## src/rtl/sram_init_writer.sv

```systemverilog
`timescale 1ns/1ps
// sram_init_writer: fills every SRAM entry with INIT_VALUE after reset or reinit, then forwards write requests.
// Latency: one cycle from request handshake to the registered SRAM write; sweep writes one entry per cycle.
// Backpressure: req_ready is low outside RUN and during a reinit cycle; no buffering. SRAM_INIT_VERIFY_EN adds read-back verify.
module sram_init_writer #(
  parameter int DEPTH = 32,
  parameter int AW = 5,
  parameter int DW = 112,
  parameter logic [DW-1:0] INIT_VALUE = {DW{1'b0}}
) (
  input  logic          clk,
  input  logic          rst,
  input  logic          reinit,
  input  logic          req_valid,
  output logic          req_ready,
  input  logic [AW-1:0] req_addr,
  input  logic [DW-1:0] req_data,
  output logic          req_drop,
  output logic          mem_we,
  output logic [AW-1:0] mem_waddr,
  output logic [DW-1:0] mem_wdata,
  output logic [AW-1:0] mem_raddr,
  input  logic [DW-1:0] mem_rdata,
  output logic          init_busy,
  output logic          init_done,
  output logic          init_err
);

  localparam logic [1:0] ST_SWEEP = 2'd0;
  localparam logic [1:0] ST_RUN   = 2'd2;
`ifdef SRAM_INIT_VERIFY_EN
  localparam logic [1:0] ST_VERIFY = 2'd1;
`endif
  localparam logic [AW-1:0] LAST      = AW'(DEPTH - 1);
  localparam logic [AW:0]   DEPTH_EXT = (AW+1)'(DEPTH);

  logic [1:0]    state;
  logic [AW-1:0] cnt;
  logic          in_range;

  // Requests are only taken in RUN; a reinit pulse blocks acceptance in its own cycle.
  assign req_ready = !rst && (state == ST_RUN) && !reinit;
  assign in_range  = ({1'b0, req_addr} < DEPTH_EXT);

`ifdef SRAM_INIT_VERIFY_EN
  logic vfy_tail;  // extra VERIFY cycle that checks the last read
  logic chk_vld;   // mem_rdata this cycle answers a verify read
  logic err_q;
  assign mem_raddr = (state == ST_VERIFY && !vfy_tail) ? cnt : '0;
  assign init_err  = err_q;
`else
  logic unused_rdata;
  assign unused_rdata = ^mem_rdata;
  assign mem_raddr    = '0;
  assign init_err     = 1'b0;
`endif

  // Sequencer: sweep, optional verify, then request forwarding through the output register.
  always_ff @(posedge clk) begin
    if (rst) begin
      state     <= ST_SWEEP;
      cnt       <= '0;
      mem_we    <= 1'b0;
      mem_waddr <= '0;
      mem_wdata <= '0;
      req_drop  <= 1'b0;
      init_done <= 1'b0;
      init_busy <= 1'b1;
`ifdef SRAM_INIT_VERIFY_EN
      vfy_tail  <= 1'b0;
      chk_vld   <= 1'b0;
      err_q     <= 1'b0;
`endif
    end else begin
      mem_we    <= 1'b0;
      req_drop  <= 1'b0;
      init_done <= (state == ST_RUN);
      init_busy <= (state != ST_RUN);
`ifdef SRAM_INIT_VERIFY_EN
      if (chk_vld && (mem_rdata != INIT_VALUE)) err_q <= 1'b1;
      chk_vld <= 1'b0;
`endif
      case (state)
        ST_SWEEP: begin
          mem_we    <= 1'b1;
          mem_waddr <= cnt;
          mem_wdata <= INIT_VALUE;
          if (cnt == LAST) begin
            cnt <= '0;
`ifdef SRAM_INIT_VERIFY_EN
            state <= ST_VERIFY;
`else
            state <= ST_RUN;
`endif
          end else begin
            cnt <= cnt + AW'(1);
          end
        end
`ifdef SRAM_INIT_VERIFY_EN
        ST_VERIFY: begin
          if (vfy_tail) begin
            vfy_tail <= 1'b0;
            state    <= ST_RUN;
          end else begin
            chk_vld <= 1'b1;
            if (cnt == LAST) begin
              cnt      <= '0;
              vfy_tail <= 1'b1;
            end else begin
              cnt <= cnt + AW'(1);
            end
          end
        end
`endif
        default: begin
          if (reinit) begin
            state <= ST_SWEEP;
            cnt   <= '0;
`ifdef SRAM_INIT_VERIFY_EN
            err_q <= 1'b0;
`endif
          end else if (req_valid && req_ready) begin
            if (in_range) begin
              mem_we    <= 1'b1;
              mem_waddr <= req_addr;
              mem_wdata <= req_data;
            end else begin
              req_drop <= 1'b1;
            end
          end
        end
      endcase
    end
  end

endmodule
```

## config.mk

```make
export PLATFORM = sky130hd
export DESIGN_NAME = sram_init_writer
export DESIGN_NICKNAME = d
export VERILOG_FILES = /design/src/rtl/sram_init_writer.sv
export SDC_FILE = /design/constraint.sdc
export NUM_CORES = 1
export LEC_CHECK = 0
export CORE_AREA = 8 8 135 137
export CTS_CLUSTER_DIAMETER = 50
export DETAILED_ROUTE_END_ITERATION = 12
export DIE_AREA = 0 0 143 145
export PLACE_DENSITY = 0.84
export SLEW_MARGIN = 20
export SYNTH_ARGS = -nofsm -noshare
export SYNTH_HDL_FRONTEND = slang
export SYNTH_SLANG_ARGS = --single-unit
```

## constraint.sdc

```tcl
create_clock -name clk -period 1.5 [get_ports clk]
set_input_delay 0.45 -clock clk [delete_from_list [all_inputs] [get_ports clk]]
set_output_delay 0.45 -clock clk [all_outputs]
set_load 0.05 [all_outputs]
```

==> Yosys cells after proc, flatten, opt, wreduce, memory -nomap -nowiden <==
Index checks and enable logic that the tools add are counted.
{ "totals": {"register_bits": 127, "in_bits": 233, "output_inout_bits": 128, "wordCells": 38} }
{ "classes": {"addsub": 1, "n_eq_ne": 5, "muxes": 12, "bitwise_logic": 1, "reduce_logical": 12} }
{ "ops": {"columns": ["cell", "count"], "rows": [
  ["$mux W5", 6],
  ["$mux W2", 3],
  ["$reduce_and A2 Y1", 3],
  ["$add A5 B1 Y5 const B", 1],
  ["$eq A5 B5 Y1 const B", 1],
  ["$ne A2 B2 Y1 const B", 2],
  ["$reduce_bool A2 Y1", 2],
  ["$logic_and A1 B1 Y1", 3],
  ["$mux W1", 3],
  ["$eq A2 B2 Y1 const B", 1],
  ["$logic_not A1 Y1", 2],
  ["$logic_not A2 Y1", 1],
  ["$ne A2 B1 Y1 const B", 1],
  ["$reduce_or A2 Y1", 1],
  ["$not A1 Y1", 1]
]} }

==> Depth between registers and ports, before layout <==
Gate-level depths: netlist (run 1).
{ "depth": {"depth_word": 7, "mapped_depth": 6, "ltp_nobuf": 6} }

==> Worst setup path before layout (run 1) <==
Ideal clock, no wire load.
{ "synth_timing": {"kind": "input port to output port", "from": "in rst", "to": "out req_ready", "arrival_time_ns": 1.659, "required_ns": 1.050, "path_slack_ns": -0.609, "cell_stages": 5, "path_cell_list": "nor2b_1 -> buf_2 -> clkbuf_1 -> inv_1 -> nor2_1"} }
{ "synth_via": {"elab_chain_len": 3} }
{ "synth_rtl": {"columns": ["item", "line", "source"], "rows": [
  ["start, declared", "12", "input logic rst,"],
  ["$logic_not A1 Y1", "42", "assign req_ready = !rst && (state == ST_RUN) && !reinit;"],
  ["$logic_and A1 B1 Y1 (2 in series)", "42", null],
  ["end, declared", "15", "output logic req_ready,"]
]} }
No other way between the ends.

==> Worst setup path in the final report (run 1) <==
Ends and elaborated chain as after synthesis.

==> impl_metrics.sql, run 1 <==
INSERT INTO impl_metrics (metric_group, metric, value, unit) VALUES
('yosys', 'synth.avg_cell_area', '8.022', 'um^2'),
('place', 'place_ws', '-0.5379', 'ns'),
('min_path', 'min_delay_path_depth', '2', ''),
('cells_and_area', 'stdcell_count', '1032', ''),
('yosys', 'sequential_share_of_the_synthesized_area', '0.5645', ''),
('clock_tree', 'tritoncts', 'yes', ''),
('worst_setup_path', 'path_cells', 'dlygate4sd2_1 -> nor2b_4 -> inv_4 -> nor2_4 -> buf_12', ''),
('clock_tree', 'number_of_buffers_created_by_cts', '17', ''),
('floorplan', 'die-area', '20740', 'um^2'),
('floorplan', 'floorplan.die.width', '143', 'um'),
('sta', 'final_hold_vio_count', '0', ''),
('worst_setup_path', 'worstReg2RegStart', 'cnt[1]', ''),
('cells_and_area', 'post_route_cells_drive_above_1_share', '0.2241', ''),
('global_route', 'grt_util_all_layers', '0.1568', ''),
('power_and_ir_drop', 'power.switching_fraction', '0.2157', ''),
('worst_setup_path', 'critical_path.startpoint_type', 'input pin', ''),
('detailed_routing', 'route.detailed.drc', '0', ''),
('cells_and_area', 'share_of_the_core_filled_with_cells_in_the_final_layout', '0.5609', ''),
('worst_setup_path', 'critPathSlowestCell', 'dlygate4sd2_1', ''),
('clock_tree', 'clkSlewWorstSetupHoldPaths', '0.06', 'ns'),
('detailed_routing', 'detailedRoute.firstPassIterationCount', '4', ''),
('min_path', 'worstHoldPathType', 'flip-flop to flip-flop', ''),
('global_route', 'number_of_antenna_violations_at_the_first_check_in_global_routing', '1', ''),
('clock_tree', 'clock_sink_count', '126', ''),
('cells_and_area', 'layout-area-overhead-vs-synth', '103.0', '%'),
('detailed_routing', 'ant_nets', '0', ''),
('sta', 'slew_violations', '0', ''),
('sta', 'finalSetupTns', '-0.1392', 'ns'),
('floorplan', 'fp.coreArea', '16170', 'um^2'),
('power_and_ir_drop', 'cellInternalPower', '6.319', 'mW'),
('run_status', 'run_status', 'finished with violations', ''),
('floorplan', 'floorplan.initialDensity', '0.2763', ''),
('detailed_routing', 'wl', '16350', 'um'),
('global_route', 'global_route.overflow_total', '0', ''),
('sta', 'worst_hold_slack', '0.4944', 'ns'),
('worst_setup_path', 'reg2reg_depth', '6', ''),
('yosys', 'synth.cell_area', '4468', 'um^2'),
('power_and_ir_drop', 'p_leak', '3.308', 'nW'),
('sta', 'setup_skew_after_layout', '0.008715', 'ns'),
('sta', 'fin_ws', '-0.1392', 'ns'),
('run', 'maxCapViolCount', '0', ''),
('worst_setup_path', 'cpPeakStageDelay', '0.29', 'ns'),
('detailed_routing', 'drt_first_iter_violations', '137', ''),
('yosys', 'synth-seq-cells', '126', ''),
('cells_and_area', 'fillers', '1348', ''),
('global_route', 'grt_pass1_wl', '25180', 'um'),
('yosys', 'synthTopCellsByArea', 'dfxtp_1 (56%), nand2_1 (19%), o21ai_0 (13%)', ''),
('cells_and_area', 'most-common-layout-cells', 'nand2_1 (226), buf_12 (130), dfxtp_1 (125)', ''),
('min_path', 'min_from', 'mem_wdata[99]', ''),
('sta', 'final.min_clock_period', '1.639', 'ns'),
('place', 'gpl.final_weighted_congestion', '0.8273', ''),
('floorplan', 'io-pin-count', '361', ''),
('run_status', 'failing_checks', 'negative setup slack', ''),
('clock_tree', 'ctsHoldBuffers', '0', ''),
('sta', 'finalSetupViolations', '1', ''),
('power_and_ir_drop', 'clock_group_share_of_total_power', '0.525', ''),
('place', 'post-dp-hpwl', '13010', 'um'),
('sta', 'fmaxAchievable', '610.1', 'MHz'),
('detailed_routing', 'drt-wirelength-per-cell', '15.84', 'um'),
('floorplan', 'fp.dieH', '145', 'um'),
('floorplan', 'fp-row-count', '47', ''),
('clock_tree', 'clk_root_buffer_cell', 'clkbuf_16', ''),
('power_and_ir_drop', 'power.density_cell_area', '888.2', 'nW/um^2'),
('power_and_ir_drop', 'switchingPower', '1.738', 'mW'),
('yosys', 'synth_top_area_frac', '0.5645', ''),
('sta', 'unrepaired_setup_endpoints_after_global_routing', 'yes', ''),
('clock_tree', 'worstSkewPairLatency', '0.41', 'ns'),
('worst_setup_path', 'end_kind', 'output pin', ''),
('power_and_ir_drop', 'ir_worst_vdd', '669.0', 'uV'),
('place', 'place.port_buffers', '241', ''),
('global_route', 'grt_max_degree', '80', '');
-- flip-flops by register name, summed over array words and instances, names as in the netlist --
name / cells
cnt: 5
init_busy: 1
init_done: 1
mem_waddr: 5
mem_wdata: 112
mem_we: 1
state: 1
-- Yosys cell counts --
| cell type | count |
|---|---|
| nand2_1 | 226 |
| dfxtp_1 | 126 |
| o21ai_0 | 112 |
| buf_2 | 20 |
| clkbuf_1 | 19 |
| nor2_1 | 10 |
| buf_4 | 7 |
| a211oi_1 | 6 |
| mux2i_1 | 5 |
| nand3_1 | 5 |
| a21oi_1 | 3 |
| buf_6 | 2 |
| ha_1 | 2 |
| inv_1 | 2 |
| nand2b_1 | 2 |
| a31oi_1 | 1 |
| and3_1 | 1 |
| and4bb_2 | 1 |
| conb_1 | 1 |
| nand4b_1 | 1 |
| nor2b_1 | 1 |
| nor3_1 | 1 |
| o211ai_1 | 1 |
| o21bai_1 | 1 |
| xor2_1 | 1 |
-- stage by stage --
step / cell area (um^2) / total power [mW]
floorplan: 4511 / 3.547
global placement: 8442 / 3.889
detailed placement: 8442 / 3.895
CTS: 9069 / 8.162
global route: 9071 / 8.338
finish: 9071 / 8.057
-- power groups by stage --
stage / sequential [mW] / clock [mW] / combinational (mW)
after floorplan: 3.46 / 0 / 0.0838
after global placement: 3.45 / 0 / 0.443
after detailed placement: 3.45 / 0 / 0.448
after CTS: 3.37 / 4.34 / 0.451
after global routing: 3.37 / 4.49 / 0.480
final: 3.37 / 4.23 / 0.452
-- cell families after synthesis --
kind of cell,share of synthesized area
flops,0.5645
compound gates,0.1437
buf+inv,0.05685
simple gates,0.2153
xor+xnor,0.001961
other cells,0.0008393
fa+ha+maj,0.005600
mux,0.01120
-- final cells by class --
class	count	area, um^2	share of cell area
inverters	2	10.01	0.001103
repair buffers	265	3918	0.4319
clock buffers	18	429.2	0.04731
flip-flops and latches	126	2524	0.2782
well taps	220	275.3	0.03034
multi-input cells	387	1735	0.1913
clock inverters	14	180.2	0.01986
-- per-layer routing --
layer	global-route usage	share of wire	vias up
li1	-	-	2272
met1	0.1738	0.40	1946
met2	0.2633	0.49	156
met3	0.06102	0.086	23
met4	0.06114	0.020	2
met5	0	0.0010	-
-- path summary, 6_finish.rpt --
path              endpoint  slack (ns)
max              req_ready       -0.14
min reg2reg  mem_wdata[99]        0.49
max reg2reg         cnt[3]        0.09
min          mem_wdata[99]        0.49
-- worst max-delay path: cells and delay by family --
family                 cells  cell delay [ns]
buffers and inverters      3             0.48
AND/OR/NAND/NOR            2             0.26
-- timing repair --
item / 4_1_cts / 5_1_grt
setup endpoints to repair: 112 / 3
resized for setup: 4 / 2
buffers inserted: 2 / 0
pin swaps: 1 / 0
No activity file was read; power rests on OpenSTA's default activity.
==> run 2: changes to the inputs <==
Settings changed: CORE_AREA 8 8 135 137 to 8 8 133 135, DIE_AREA 0 0 143 145 to 0 0 141 143, PLACE_DENSITY 0.84 to 0.83.
Clock period 1.5 ns to 1.75 ns, I/O delays scaled along.
==> run 2 against run 1 <==
Routed wire length increased by 1.0%. Count of clock-buffer cells in the layout increased by 2. Setup slack better by 0.18 ns. Total power down 12%. Critical path type is now flip-flop to output pin. Core utilization increased by 2.2 points. Largest cell class unchanged. The flow now finishes without violations. Clock skew about the same. Worst hold slack got worse by 0.00095 ns. Critical path depth down 1.
==> impl_metrics.sql, run 2 (synthesized netlist as in run 1, its figures left out) <==
INSERT INTO impl_metrics (metric_group, metric, value, unit) VALUES
('run_status', 'run_status', 'complete, no violations', ''),
('place', 'post_dp_cell_area', '8417', 'um^2'),
('floorplan', 'floorplan.initialDensity', '0.2865', ''),
('cells_and_area', 'post_route_cells_drive_above_1_share', '0.2282', ''),
('cells_and_area', 'post_route_cell_area', '9100', 'um^2'),
('cells_and_area', 'multi_input_area', '1733', 'um^2'),
('cells_and_area', 'largest_reg_flops', '112', ''),
('place', 'place.port_buffers', '241', ''),
('clock_tree', 'clock_sink_count', '126', ''),
('clock_tree', 'cts.htree.levels', '4', ''),
('cells_and_area', 'stdcell_count', '1031', ''),
('worst_setup_path', 'critPathTopFamily', 'flip-flops', ''),
('floorplan', 'fp.coreArea', '15600', 'um^2'),
('global_route', 'global_route.overflow_total', '0', ''),
('power_and_ir_drop', 'power.density_cell_area', '782.5', 'nW/um^2'),
('worst_setup_path', 'path_cells', 'nor2b_4 -> inv_2 -> nor2_4 -> buf_12', ''),
('place', 'gpl.final_weighted_congestion', '0.8246', ''),
('clock_tree', 'clk_root_buffer_cell', 'clkbuf_16', ''),
('global_route', 'number_of_global_route_vias_before_repair', '4571', ''),
('clock_tree', 'ctsLongestPathBuffers', '2', ''),
('detailed_routing', 'route.detailed.drc', '0', ''),
('clock_tree', 'number_of_buffers_created_by_cts', '17', ''),
('worst_setup_path', 'end_kind', 'output pin', ''),
('floorplan', 'fp-row-count', '46', ''),
('detailed_routing', 'drt-wirelength-per-cell', '16.02', 'um'),
('cells_and_area', 'most-common-layout-cells', 'nand2_1 (226), buf_12 (128), dfxtp_1 (125)', ''),
('global_route', 'grt_pass1_wl', '25330', 'um'),
('cells_and_area', 'biggestRegsByFlops', 'mem_wdata x112, cnt x5, mem_waddr x5', ''),
('detailed_routing', 'drt-vias-per-instance', '4.369', ''),
('worst_setup_path', 'worst-path-max-fanout', '2', ''),
('worst_setup_path', 'critPathSlowestCell', 'dfxtp_2', ''),
('worst_setup_path', 'cpPeakStageDelay', '0.33', 'ns'),
('global_route', 'number_of_antenna_violations_at_the_first_check_in_global_routing', '0', ''),
('place', 'post-dp-hpwl', '12830', 'um'),
('worst_setup_path', 'timing.critical_path.buf_inv', '2', ''),
('detailed_routing', 'vias', '4504', ''),
('worst_setup_path', 'critPathKind', 'flip-flop to output pin', ''),
('worst_setup_path', 'cp.arrival', '1.18', 'ns'),
('worst_setup_path', 'rr_endpoint', 'mem_wdata[89]', ''),
('cells_and_area', 'layout-area-overhead-vs-synth', '103.7', '%'),
('detailed_routing', 'wl', '16510', 'um'),
('sta', 'layout_worst_path_cycle_share', '0.9743', ''),
('global_route', 'grt_util_all_layers', '0.1620', ''),
('worst_setup_path', 'critical_path.startpoint_type', 'flip-flop', ''),
('sta', 'setup_skew_after_layout', '0.008617', 'ns'),
('cells_and_area', 'layout_commonest_cell', 'nand2_1', ''),
('cells_and_area', 'n_antenna_cell', '0', ''),
('min_path', 'min_from', 'mem_wdata[48]', ''),
('clock_tree', 'tritoncts', 'yes', ''),
('sta', 'fmaxAchievable', '586.5', 'MHz'),
('worst_setup_path', 'crit_required', '1.22', 'ns'),
('floorplan', 'io-pin-count', '361', ''),
('detailed_routing', 'detailedRoute.firstPassIterationCount', '4', ''),
('sta', 'finalSetupViolations', '0', ''),
('detailed_routing', 'ant_nets', '0', ''),
('run', 'maxCapViolCount', '0', ''),
('clock_tree', 'clkSlewWorstSetupHoldPaths', '0.06', 'ns'),
('worst_setup_path', 'ff2ff_setup_slack', '0.29', 'ns'),
('floorplan', 'fp.dieH', '143', 'um'),
('power_and_ir_drop', 'ir_worst_vdd', '608.2', 'uV'),
('place', 'dp.cells', '995', ''),
('sta', 'final.min_clock_period', '1.705', 'ns'),
('cells_and_area', 'layout.nets', '1037', ''),
('worst_setup_path', 'worstReg2RegStart', 'state[1]', ''),
('min_path', 'hold_end', 'mem_wdata[48]', ''),
('min_path', 'worstHoldPathType', 'flip-flop to flip-flop', ''),
('clock_tree', 'ctsHoldBuffers', '0', ''),
('floorplan', 'floorplan.die.width', '141', 'um'),
('cells_and_area', 'fillers', '1226', ''),
('floorplan', 'die-area', '20160', 'um^2'),
('power_and_ir_drop', 'p_leak', '3.337', 'nW'),
('sta', 'final_hold_vio_count', '0', ''),
('cells_and_area', 'registers.top_by_ff_count', 'mem_wdata', ''),
('power_and_ir_drop', 'fin_total_pwr', '7.120', 'mW'),
('worst_setup_path', 'reg2reg_depth', '6', ''),
('clock_tree', 'worstSkewPairLatency', '0.41', 'ns'),
('min_path', 'min_delay_path_depth', '2', ''),
('sta', 'slew_violations', '0', ''),
('detailed_routing', 'drt_first_iter_violations', '135', ''),
('sta', 'worst_hold_slack', '0.4934', 'ns'),
('cells_and_area', 'total_area_of_sequential_cells', '2524', 'um^2'),
('global_route', 'grt_max_degree', '68', '');
-- run 2: cell types whose count changed in the layout (fill, tap and decap cells not counted), sizes merged --
| cell | change |
|---|---|
| clkinv | +1 |
| dlygate4sd2 | -1 |
| clkdlybuf4s15 | +1 |
| bufinv | +1 |
| clkinvlp | -1 |
| buf | +3 |
| inv | -3 |
| clkbuf | +2 |
-- run 2: worst max path at each step --
stage	startpoint	endpoint	slack, ns	cells past startpoint
after global routing	state[1]	req_ready	-0.01	4
after floorplan	rst	req_ready	0.007	5
after CTS	state[1]	req_ready	0.00004	4
after detailed placement	rst	mem_wdata[89]	-0.36	5
after global placement	rst	mem_wdata[16]	-0.32	5
final	state[1]	req_ready	0.05	4
-- run 2: power breakdown --
part	total [mW]	switching, mW	internal, mW
Clock	3.84	1.33	2.51
Combinational	0.387	0.118	0.270
Sequential	2.89	0.0126	2.88
Total	7.12	1.46	5.66
-- run 2: area by class of cell --
type                    count  share of cell area
multi-input cells         387              0.1904
repair buffers            268              0.4305
well taps                 216             0.02970
flip-flops and latches    126              0.2773
clock inverters            12             0.01994
inverters                   2           0.0008250
clock buffers              20             0.05129
-- run 2: metal layers --
| layer | vias to the layer above | GRT usage | wire [um] | part of all wire |
|---|---|---|---|---|
| met3 | 15 | 0.06544 | 1291 | 0.078 |
| met5 | - | 0 | 0 | 0 |
| met2 | 182 | 0.2753 | 8224 | 0.50 |
| li1 | 2280 | - | - | - |
| met1 | 2027 | 0.1823 | 6790 | 0.41 |
| met4 | 0 | 0.05147 | 207 | 0.013 |
-- run 2: timing repair --
action | CTS | global route
gates cloned | 0 | 0
pin swaps | 0 | 1
setup buffers | 1 | 3
resized for setup | 6 | 0
setup endpoints to repair | 1 | 1
-- run 2: worst register-to-register path, cell delays in order, from the launching register on --
cell	delay, ns
dfxtp_2	0.33
buf_4	0.10
buf_4	0.10
and4bb_4	0.29
buf_12	0.18
buf_12	0.21
o21ai_0	0.13
-- run 2: per-stage QoR --
| stage | utilization | setup slack, ns | setup TNS, ns |
|---|---|---|---|
| global route | 0.5834 | -0.01470 | -0.01470 |
| global placement | 0.5396 | -0.3246 | -30.35 |
| finish | 0.5834 | 0.04502 | 0 |
| detailed placement | 0.5396 | -0.3643 | -33.04 |
| floorplan | - | 0.007306 | 0 |
| CTS | 0.5820 | 0.00004208 | 0 |
